`src/rtl/fdb_pkg.sv`:
```
// Shared defaults and entry type for the fetch/decode elastic buffer.
package fdb_pkg;
  localparam int DEPTH   = 4;
  localparam int PC_W    = 64;
  localparam int INSTR_W = 32;

  typedef struct packed {
    logic [PC_W-1:0]    pc;
    logic [INSTR_W-1:0] instr;
  } fdb_entry_t;
endpackage

```
`src/rtl/fetch_decode_buffer_if.sv`:
```
// Fetch-side and decode-side handshake bundle for fetch_decode_buffer.
interface fetch_decode_buffer_if #(
  parameter int DEPTH   = fdb_pkg::DEPTH,
  parameter int PC_W    = fdb_pkg::PC_W,
  parameter int INSTR_W = fdb_pkg::INSTR_W
);
  logic                     valid_F;
  logic [PC_W-1:0]          pc_F;
  logic [INSTR_W-1:0]       instr_F;
  logic                     ready_F;
  logic                     flush;
  logic                     valid_D;
  logic [PC_W-1:0]          pc_D;
  logic [INSTR_W-1:0]       instr_D;
  logic                     ready_D;
  logic [$clog2(DEPTH):0]   count;

  modport slave (
    input  valid_F, pc_F, instr_F, flush, ready_D,
    output ready_F, valid_D, pc_D, instr_D, count
  );

  modport master (
    output valid_F, pc_F, instr_F, flush, ready_D,
    input  ready_F, valid_D, pc_D, instr_D, count
  );
endinterface

```
`src/rtl/fdb_storage.sv`:
```
// Entry array: synchronous write, combinational read, no reset on contents.
module fdb_storage
  import fdb_pkg::*;
#(
  parameter int DEPTH = fdb_pkg::DEPTH,
  parameter int AW    = $clog2(DEPTH)
) (
  input  logic          clk,
  input  logic          we,
  input  logic [AW-1:0] waddr,
  input  fdb_entry_t    wdata,
  input  logic [AW-1:0] raddr,
  output fdb_entry_t    rdata
);
  fdb_entry_t mem [DEPTH];

  always_ff @(posedge clk) begin
    if (we) mem[waddr] <= wdata;
  end

  assign rdata = mem[raddr];
endmodule

```
`src/rtl/fetch_decode_buffer.sv`:
```
// Elastic FIFO between fetch and decode; a taken branch (flush) empties it.
module fetch_decode_buffer #(
  parameter int DEPTH   = fdb_pkg::DEPTH,
  parameter int PC_W    = fdb_pkg::PC_W,
  parameter int INSTR_W = fdb_pkg::INSTR_W
) (
  input  logic                 clk,
  input  logic                 reset,
  fetch_decode_buffer_if.slave bus
);
  import fdb_pkg::*;

  localparam int AW    = $clog2(DEPTH);
  localparam int CNT_W = AW + 1;

  logic [AW-1:0]      rd_ptr, wr_ptr;
  logic [CNT_W-1:0]   count_q;
  logic               full, empty, enq, deq;
  fdb_entry_t         wr_entry, rd_entry;
  logic [PC_W-1:0]    head_pc;
  logic [INSTR_W-1:0] head_instr;

  assign full  = (count_q == CNT_W'(DEPTH));
  assign empty = (count_q == '0);
  // No full pass-through: a full buffer refuses fetch even while decode drains.
  assign enq   = bus.valid_F && !full && !bus.flush;
  assign deq   = !empty && bus.ready_D && !bus.flush;

  assign wr_entry.pc    = bus.pc_F;
  assign wr_entry.instr = bus.instr_F;

  fdb_storage #(.DEPTH(DEPTH), .AW(AW)) u_storage (
    .clk   (clk),
    .we    (enq),
    .waddr (wr_ptr),
    .wdata (wr_entry),
    .raddr (rd_ptr),
    .rdata (rd_entry)
  );

  always_ff @(posedge clk or negedge reset) begin
    if (!reset) begin
      rd_ptr  <= '0;
      wr_ptr  <= '0;
      count_q <= '0;
    end else if (bus.flush) begin
      rd_ptr  <= '0;
      wr_ptr  <= '0;
      count_q <= '0;
    end else begin
      if (enq) wr_ptr <= wr_ptr + AW'(1);
      if (deq) rd_ptr <= rd_ptr + AW'(1);
      case ({enq, deq})
        2'b10:   count_q <= count_q + CNT_W'(1);
        2'b01:   count_q <= count_q - CNT_W'(1);
        default: count_q <= count_q;
      endcase
    end
  end

  // Stale array contents are masked so decode only ever sees zeros when empty.
  assign head_pc    = empty ? '0 : rd_entry.pc;
  assign head_instr = empty ? '0 : rd_entry.instr;

  assign bus.ready_F = !full;
  assign bus.valid_D = !empty;
  assign bus.pc_D    = head_pc;
  assign bus.instr_D = head_instr;
  assign bus.count   = count_q;
endmodule

```
`src/flat_wrapper.sv`:
```
// flat-port wrapper written by rule: the top's interface ports become plain ports
module fetch_decode_buffer_flat import fdb_pkg::*;
#(
  parameter int DEPTH   = fdb_pkg::DEPTH,
  parameter int PC_W    = fdb_pkg::PC_W,
  parameter int INSTR_W = fdb_pkg::INSTR_W
)
  (clk, reset, bus_valid_F, bus_pc_F, bus_instr_F, bus_flush, bus_ready_D, bus_ready_F, bus_valid_D, bus_pc_D, bus_instr_D, bus_count);
  fetch_decode_buffer_if #(.DEPTH(DEPTH), .PC_W(PC_W), .INSTR_W(INSTR_W)) bus_i ();
  input  logic clk;
  input  logic reset;
  input wire logic [$bits(bus_i.valid_F)-1:0] bus_valid_F;
  input wire logic [$bits(bus_i.pc_F)-1:0] bus_pc_F;
  input wire logic [$bits(bus_i.instr_F)-1:0] bus_instr_F;
  input wire logic [$bits(bus_i.flush)-1:0] bus_flush;
  input wire logic [$bits(bus_i.ready_D)-1:0] bus_ready_D;
  output wire logic [$bits(bus_i.ready_F)-1:0] bus_ready_F;
  output wire logic [$bits(bus_i.valid_D)-1:0] bus_valid_D;
  output wire logic [$bits(bus_i.pc_D)-1:0] bus_pc_D;
  output wire logic [$bits(bus_i.instr_D)-1:0] bus_instr_D;
  output wire logic [$bits(bus_i.count)-1:0] bus_count;
  assign bus_i.valid_F = bus_valid_F;
  assign bus_i.pc_F = bus_pc_F;
  assign bus_i.instr_F = bus_instr_F;
  assign bus_i.flush = bus_flush;
  assign bus_i.ready_D = bus_ready_D;
  assign bus_ready_F = bus_i.ready_F;
  assign bus_valid_D = bus_i.valid_D;
  assign bus_pc_D = bus_i.pc_D;
  assign bus_instr_D = bus_i.instr_D;
  assign bus_count = bus_i.count;
  fetch_decode_buffer #(.DEPTH(DEPTH), .PC_W(PC_W), .INSTR_W(INSTR_W)) u_core (.clk(clk), .reset(reset), .bus(bus_i));
endmodule
```
`config.mk`:
```
export PLATFORM = sky130hd
export DESIGN_NAME = fetch_decode_buffer_flat
export DESIGN_NICKNAME = d
export VERILOG_FILES = /design/src/rtl/fdb_pkg.sv /design/src/rtl/fetch_decode_buffer_if.sv /design/src/rtl/fdb_storage.sv /design/src/rtl/fetch_decode_buffer.sv /design/src/flat_wrapper.sv
export SDC_FILE = /design/constraint.sdc
export NUM_CORES = 1
export LEC_CHECK = 0
export CAP_MARGIN = 10
export CORE_MARGIN = 2
export CORE_UTILIZATION = 39
export CTS_BUF_LIST = sky130_fd_sc_hd__clkbuf_8 sky130_fd_sc_hd__clkbuf_16
export CTS_CLUSTER_DIAMETER = 80
export DETAILED_ROUTE_END_ITERATION = 12
export SETUP_SLACK_MARGIN = 0.02
export SYNTH_ARGS = -nofsm -noshare
export SYNTH_HDL_FRONTEND = slang
export SYNTH_SLANG_ARGS = --single-unit
```
`constraint.sdc`:
```
create_clock -name clk -period 4.6 [get_ports clk]
set_input_delay 0.69 -clock clk [delete_from_list [all_inputs] [get_ports clk]]
set_output_delay 0.69 -clock clk [all_outputs]
set_load 0.01 [all_outputs]
```
After elaboration in Yosys (flattened, before gate mapping)
Memory sizes are Yosys's and may differ from the RTL's.
Cells that the tools add are included.
{"block": "op_classes", "reduce_logical": 11, "n_eq_ne": 3, "muxes": 10, "addsub": 4}
{"op": "$mux 64", "n": 1}
{"op": "$mux 32", "n": 1}
{"op": "$mux 2", "n": 4}
{"op": "$pmux 3 s2", "n": 1}
{"op": "$add 2x1->2 const B", "n": 2}
{"op": "$logic_and 1x1->1", "n": 4}
{"op": "$reduce_bool 2->1", "n": 2}
{"op": "$add 3x1->3 const B", "n": 1}
{"op": "$eq 3x3->1 const B", "n": 1}
{"op": "$logic_not 1->1", "n": 3}
{"op": "$logic_not 3->1", "n": 1}
{"op": "$mux 3", "n": 1}
{"op": "$reduce_bool 3->1", "n": 1}
{"op": "$sub 3x1->3 const B", "n": 1}
{"op": "$eq 2x1->1 const B", "n": 1}
{"op": "$eq 2x2->1 const B", "n": 1}
{"op": "$mux 1", "n": 2}
{"block": "word_totals", "reg_bits": 7, "wordCells": 32, "n_memories": 1, "input_bits": 101, "mem_bits_rw": 384, "output_inout_bits": 101}
{"memory": "u_core.u_storage.mem", "depth": 4, "word_bits": 96, "read_ports": 1, "rd_clocked_by_memory_dff": 0, "write_ports": 1, "line": "fdb_storage.sv:15", "source": "fdb_entry_t mem [DEPTH];"}

Logic depth before layout (Yosys ltp)
Gate-level depths: netlist of run 1.
{"block": "depth", "depth_word": 7, "mapped_depth": 7, "ltp_nobuf": 6}

Hierarchy
From an unflattened synthesis of run 1, not the netlist that was laid out.
{"block": "unflattened", "hier_cells": 664, "hier_area_um2": 15041.9}
{"module": "fdb_storage", "cells_per_inst": 506, "instances": 1, "area_each_um2": 13889.6, "seq_area_each_um2": 11531.1}
{"module": "fetch_decode_buffer", "cells_per_inst": 158, "instances": 1, "area_each_um2": 1152.4, "seq_area_each_um2": 175.2}

Worst setup path before layout of run 1
OpenSTA, ideal clock, no wires.
{"block": "synth_timing", "path_type": "input -> register", "from": "input port bus_flush", "to": "memory u_core.u_storage.mem[0][0] (netlist name) (enable)", "path_stages": 3, "slack_ps": 661, "arrival_ps": 3474, "cell_sequence": "buf_1 -> nor3_1 -> and2_1"}
{"block": "synth_between", "elab_chain_len": 4}
{"item": "start: declaration", "line": "flat_wrapper.sv:15", "source": "input wire logic [$bits(bus_i.flush)-1:0] bus_flush;"}
{"item": "$logic_not 1->1", "line": "fetch_decode_buffer.sv:26", "source": "assign enq = bus.valid_F && !full && !bus.flush;"}
{"item": "$logic_and 1x1->1", "line": "fetch_decode_buffer.sv:26"}
{"item": "$mux 1", "line": "fdb_storage.sv:18", "source": "if (we) mem[waddr] <= wdata;"}
{"item": "$mux 1 (not written as such)", "line": "fdb_storage.sv:18"}
{"item": "end: declaration", "line": "fdb_storage.sv:15"}
No other way between the ends.

Worst setup path after layout of run 1
{"block": "layout_timing", "from": "register u_core.rd_ptr[0]", "to": "output port bus_instr_D[0]"}
{"block": "layout_between", "elab_chain_len": 2}
{"item": "start: declaration", "line": "fetch_decode_buffer.sv:16", "source": "logic [AW-1:0] rd_ptr, wr_ptr;"}
{"item": "start signal: assignment", "line": "fetch_decode_buffer.sv:52", "source": "if (deq) rd_ptr <= rd_ptr + AW'(1);"}
{"item": "$mem_v2 4x96"}
{"item": "$mux 32", "line": "fetch_decode_buffer.sv:63", "source": "assign head_instr = empty ? '0 : rd_entry.instr;"}
{"item": "end: declaration", "line": "flat_wrapper.sv:20", "source": "output wire logic [$bits(bus_i.instr_D)-1:0] bus_instr_D;"}
No other way between the ends.

==> impl_metrics.env, run 1 <==
export IMPL_io_pins=202
export IMPL_fp_coreArea_mm2=0.0378
export IMPL_postRouteAntennaNets=0
export IMPL_ctsHoldBuffers=0
export IMPL_dieArea_mm2=0.0402
export IMPL_slew_violations=0
export IMPL_cp_num_buf_inv=2
export IMPL_clk_path_buf_depth=3
export IMPL_power_leakage_nw=6.11
export IMPL_initial_core_util_pct=39.8
export IMPL_htree_num_levels=2
export IMPL_rows=71
export IMPL_r2r_worst_path_cells=4
export IMPL_yosysWarnings=0
export IMPL_grt_pass1_wl_um=47200
export IMPL_synth_area_leaders="edfxtp_1, mux4_2, and2_1, dfrtp_1, buf_2"
export IMPL_critical_path_class="register to output pin"
export IMPL_ys_ff_latch=391
export IMPL_synthToLayoutAreaGrowth_pct=27.5
export IMPL_port_buffers=201
export IMPL_cpPeakStageDelay_ps=810
export IMPL_clock_sinks=391
export IMPL_combPwrFrac_pct=18.2
export IMPL_cp_top_family="buffers and inverters"
export IMPL_drt_iter0_markers=442
export IMPL_worstSetupStartpoint="u_core.rd_ptr[0]"
export IMPL_grt_pass1_vias=7854
export IMPL_switchingPower_mw=2.10
export IMPL_vias_per_cell=5.00
export IMPL_max_freq_mhz=269
export IMPL_required_ps=3910
export IMPL_drive_above_1_share_pct=19.9
export IMPL_yosysSeqAreaShare_pct=77.7
export IMPL_tightest_slew_ps=626
export IMPL_worstHoldPathType="primary input to asynchronous set/reset pin"
export IMPL_final_hold_violation_count=0
export IMPL_crit_slowest_cell="dfrtp_4"
export IMPL_cts_buffers=42
export IMPL_final_setup_viol_count=0
export IMPL_slew_headroom_pct=58.3
export IMPL_crit_path_start_kind="register"
export IMPL_power_mw=9.19
export IMPL_final_period_utilization_pct=80.8
export IMPL_cp_max_fo=29
export IMPL_worstSetupEndpointType="output pin"
export IMPL_root_buffer="clkbuf_16"
export IMPL_grt_ovfl_total=0
export IMPL_gp_congestion=0.708
export IMPL_die_w_um=201
export IMPL_diodes=0
export IMPL_dieHeight_um=201
export IMPL_mostFrequentLayoutCell="edfxtp_1"
export IMPL_fin_setup_tns_ps=0
export IMPL_finalClockSkew_ps=8.52
export IMPL_fillers=3118
export IMPL_max_cap_violations=0
export IMPL_routed_wl_um=30500
export IMPL_clock_latency_ps=530
export IMPL_endpoint="bus_instr_D[0]"
export IMPL_yosysTopAreaCell="edfxtp_1"
export IMPL_syn_area_mm2=0.0151
export IMPL_worst_r2r_setup_slack_ps=2030
export IMPL_synth_avg_cell_area_um2=22.4
export IMPL_cp_depth=4
export IMPL_power_density_mw_per_mm2=479
export IMPL_outcome="finished, final reports clean"
export IMPL_p_int_mw=7.09
export IMPL_r2r_end="u_core.u_storage.mem[2][82]"
export IMPL_synthDistinctLibCells=36
export IMPL_antenna_found_initial=2
export IMPL_dp_hpwl_um=18300
export IMPL_cts_tree="yes"
export IMPL_clkPwrFrac_pct=36.9
export IMPL_p_seq_share_pct=44.9
export IMPL_path_cells="buf_4, mux4_2, and2_1, clkdlybuf4s50_1"
export IMPL_final_cell_mix="edfxtp_1, clkdlybuf4s50_1, mux4_2, and2_1, clkbuf_16"
export IMPL_syn_inst=672
export IMPL_grtUsageTotal_pct=15.3
export IMPL_cts_resized=0
export IMPL_rsz0062_at_grt="no"
export IMPL_synth_top_area_share_pct=76.6
export IMPL_post_cts_buffers=0
export IMPL_ir_drop_mv=0.252
export IMPL_drtPass1Iterations=4
export IMPL_reg2reg_from="u_core.bus.count[0]"
export IMPL_final_nets=1007
export IMPL_period_needed_ps=3720
export IMPL_swShare_pct=22.9
export IMPL_num_vias=7223
export IMPL_worstPathArrival_ps=3030
export IMPL_drc=0
export IMPL_clk_pin_slew_ps=60
export IMPL_grt_start_max_net_pins=98
export IMPL_syn_nets=778
export IMPL_wl_per_cell_um=21.1
-- per-layer routing --
layer	part of all wire, %	vias up	global-route usage (%)
met2	49	189	25.4
met5	0.098	-	0
met4	1.6	4	3.92
met3	5.7	43	3.91
li1	-	3211	-
met1	44	3776	20.3
-- synth_stat cells --
cell and number:
ha_1 4, edfxtp_1 384, xor2_1 3, clkbuf_1 13, nand2_1 1, a211oi_1 1
o31ai_1 1, mux2i_1 1, nand3_1 2, dfrtp_1 7, a311o_1 1, o21ai_0 2
buf_1 1, nor2_1 5, and2_1 100, nor3b_1 1, inv_1 5, a2111oi_0 1
a31oi_1 2, a21oi_1 3, nor3_1 2, nor4b_1 1, o21a_1 1, nand3b_1 2
buf_8 2, buf_4 1, or3b_2 1, buf_6 5, a21bo_2 1, nor4bb_1 1
mux4_2 96, buf_2 16, o311ai_0 2, o2111ai_1 1, fa_1 1, or3_1 1
-- sequential cells by signal (all words and copies together), names as in the netlist --
signal                cells
u_core.u_storage.mem    384
u_core.bus.count          3
u_core.rd_ptr             2
u_core.wr_ptr             2
-- kinds of logic after synthesis --
logic type,synth area share (%)
flops,77.7
simple gates,4.81
mux,14.4
buf+inv,1.63
compound gates,0.764
fa+ha+maj,0.465
xor+xnor,0.175
-- through the flow --
step / instance area, um^2 / setup slack, ps / instances / hold slack, ps / util, %
after floorplan: 15100 / 661 / 672 / 394 / -
after global placement: 17800 / 1350 / 1368 / 600 / 47.0
after detailed placement: 17800 / 1290 / 1368 / 606 / 47.0
after CTS: 19200 / 754 / 1446 / 407 / 50.7
after global routing: 19200 / 701 / 1446 / 433 / 50.7
final: 19200 / 882 / 1446 / 427 / 50.7
-- worst min-delay path by stage --
stage / to / cells past startpoint / start / slack (ps)
2_1_floorplan: u_core.bus.count[0] / 0 / reset / 390
3_3_place_gp: u_core.wr_ptr[1] / 2 / u_core.wr_ptr[1] / 600
3_5_place_dp: u_core.wr_ptr[1] / 2 / u_core.wr_ptr[1] / 610
4_1_cts: u_core.bus.count[0] / 1 / reset / 410
5_1_grt: u_core.bus.count[0] / 1 / reset / 430
6_report: u_core.bus.count[0] / 1 / reset / 430
-- layout make-up --
| type | count | area, um^2 | area share [%] |
|---|---|---|---|
| clock buffer | 45 | 1130 | 5.86 |
| clock inverter | 33 | 295 | 1.54 |
| inverter | 5 | 18.8 | 0.0977 |
| multi-input combinational | 238 | 3120 | 16.2 |
| sequential | 391 | 11700 | 61.0 |
| tap | 511 | 639 | 3.33 |
| timing repair buffer | 223 | 2290 | 11.9 |
-- power by group through the flow --
stage	clock [mW]	sequential, mW	combinational (mW)
after global routing	3.63	4.14	1.81
after detailed placement	0	4.21	1.71
final	3.39	4.13	1.68
after global placement	0	4.20	1.71
after floorplan	0	4.15	0.936
after CTS	3.49	4.13	1.72
(Power assumes the default switching activity.)
==> run 2: changes to the inputs <==
- clock period: 4.6 -> 3.1 ns (I/O delays scaled with it)
==> run 2 against run 1 <==
Compared with the run above: first-iteration DRC count rose by 0.90%; register-to-register slack got worse by 1300 ps; clock power rose by 50%; final area rose by 0.79%; via count fell by 0.15%; critical path depth did not move; total power rose by 49%; clock skew rose by 7.0 ps; routed wire length fell by 1.4%; global-route usage fell by 0.080 points; sequential share of layout area fell by 0.47 points; combinational power rose by 55%; largest power group unchanged.
==> impl_metrics.env, run 2 (synthesis gave the netlist of run 1 again) <==
export IMPL_fin_hold_ws_ps=205
export IMPL_htree_num_levels=2
export IMPL_grt_start_max_net_pins=56
export IMPL_postRouteAntennaNets=0
export IMPL_drtPass1Iterations=5
export IMPL_drt_iter0_markers=446
export IMPL_tightest_slew_ps=552
export IMPL_slew_headroom_pct=62.9
export IMPL_critical_path_class="register to output pin"
export IMPL_clock_sinks=391
export IMPL_worst_r2r_setup_slack_ps=730
export IMPL_grt_pass1_vias=7846
export IMPL_largest_reg_flops=384
export IMPL_initial_core_util_pct=39.8
export IMPL_outcome="finished, final reports clean"
export IMPL_r2r_end="u_core.bus.count[1]"
export IMPL_drc=0
export IMPL_dieHeight_um=201
export IMPL_final_nets=1013
export IMPL_io_pins=202
export IMPL_num_vias=7212
export IMPL_max_cap_violations=0
export IMPL_dp_hpwl_um=17900
export IMPL_slew_violations=0
export IMPL_worstHoldPathType="primary input to asynchronous set/reset pin"
export IMPL_final_setup_viol_count=0
export IMPL_max_freq_mhz=334
export IMPL_mostFrequentLayoutCell="edfxtp_1"
export IMPL_grt_ovfl_total=0
export IMPL_clk_pin_slew_ps=60
export IMPL_reg2reg_from="u_core.bus.count[0]"
export IMPL_dieArea_mm2=0.0402
export IMPL_clk_path_buf_depth=3
export IMPL_required_ps=2630
export IMPL_grt_pass1_wl_um=46700
export IMPL_crit_path_start_kind="register"
export IMPL_gp_congestion=0.727
export IMPL_top_register="u_core.u_storage.mem"
export IMPL_power_density_mw_per_mm2=710
export IMPL_rows=71
export IMPL_clkPwrFrac_pct=36.9
export IMPL_vias_per_cell=4.96
export IMPL_power_mw=13.7
export IMPL_combPwrFrac_pct=19.0
export IMPL_clock_latency_ps=540
export IMPL_switchingPower_mw=3.20
export IMPL_power_leakage_nw=6.16
export IMPL_final_cell_mix="edfxtp_1, clkdlybuf4s50_1, mux4_2, and2_1, clkbuf_16"
export IMPL_die_w_um=201
export IMPL_worstPathArrival_ps=2530
export IMPL_synthToLayoutAreaGrowth_pct=28.5
export IMPL_cts_buffers=44
export IMPL_routed_wl_um=30100
export IMPL_antenna_found_initial=3
export IMPL_root_buffer="clkbuf_16"
export IMPL_post_cts_buffers=0
export IMPL_path_cells="buf_12, mux4_2, and2_1, clkdlybuf4s50_1"
export IMPL_fp_coreArea_mm2=0.0378
export IMPL_p_int_mw=10.5
export IMPL_cp_num_buf_inv=2
export IMPL_period_needed_ps=2990
export IMPL_final_period_utilization_pct=96.5
export IMPL_cpPeakStageDelay_ps=540
export IMPL_drive_above_1_share_pct=20.8
export IMPL_crit_slowest_cell="mux4_2"
export IMPL_dp_cells=1372
export IMPL_cp_top_family="buffers and inverters"
export IMPL_finish_utilization_pct=51.1
export IMPL_ir_drop_mv=0.428
export IMPL_grtUsageTotal_pct=15.2
export IMPL_worstSetupEndpointType="output pin"
export IMPL_rsz0062_at_grt="yes"
export IMPL_wl_per_cell_um=20.7
export IMPL_final_hold_violation_count=0
export IMPL_port_buffers=201
export IMPL_cp_max_fo=31
export IMPL_p_seq_share_pct=44.1
export IMPL_ctsHoldBuffers=0
export IMPL_r2r_worst_path_cells=7
export IMPL_swShare_pct=23.3
export IMPL_cts_tree="yes"
export IMPL_layoutNonFillerInstCount=1454
export IMPL_finalClockSkew_ps=15.5
## run 2: cell types whose count changed in the layout (fill, tap and decap cells not counted), sizes merged
cell,before,now
clkinv,19,14
clkinvlp,0,3
inv,13,19
bufinv,6,5
diode,0,1
buf,22,26
## run 2: layout make-up
class | count | area (um^2)
clock buffers | 45 | 1130
diodes | 1 | 2.50
flip-flops and latches | 391 | 11700
fillers | 3091 | 18500
well taps | 511 | 639
inverters | 5 | 18.8
repair buffers | 227 | 2420
clock inverters | 36 | 309
multi-input cells | 238 | 3120
## run 2: worst reg2reg max path: stages (launching register included)
cell and delay, ps:
dfrtp_1 370, buf_4 180, o31ai_1 510, nor3_1 130, fa_1 510, a21bo_2 220, a211oi_1 240, a311o_1 140
## run 2: metrics by stage
stage	setup WS, ps	setup TNS, ps	instance area (um^2)
2_1_floorplan	435	0	15100
3_3_place_gp	545	0	17900
3_5_place_dp	581	0	17900
4_1_cts	40.8	0	19300
5_1_grt	-18.7	-46.9	19400
6_report	107	0	19400
## run 2: repair_timing
item / in CTS / in global routing
endpoints found under the setup margin: 0 / 52
hold endpoints to repair: 0 / 0
gates resized for setup: 0 / 1
## run 2: routing by layer
layer / GRT usage (%) / up-vias / wire (um)
met4: 4.02 / 2 / 496
met2: 24.7 / 194 / 14700
li1: - / 3225 / -
met5: 0 / - / 11
met3: 3.60 / 42 / 1760
met1: 20.9 / 3749 / 13100
## run 2: worst max path at each step
stage	startpoint	to	slack, ps	depth (start not counted)
after floorplan	bus_flush	u_core.u_storage.mem[0][0]	440	3
after global placement	bus_valid_F	u_core.u_storage.mem[2][67]	540	5
after detailed placement	bus_valid_F	u_core.u_storage.mem[2][67]	580	5
after CTS	u_core.rd_ptr[0]	bus_pc_D[55]	40	4
after global routing	u_core.rd_ptr[0]	bus_instr_D[17]	-20	4
final	u_core.rd_ptr[0]	bus_instr_D[20]	110	4
## run 2: power groups by stage
stage	Clock (mW)	Sequential [mW]	Combinational, mW
global placement	0	6.17	2.67
global route	5.43	6.07	2.82
finish	5.07	6.06	2.60
CTS	5.22	6.06	2.69
floorplan	0	6.15	1.39
detailed placement	0	6.17	2.67
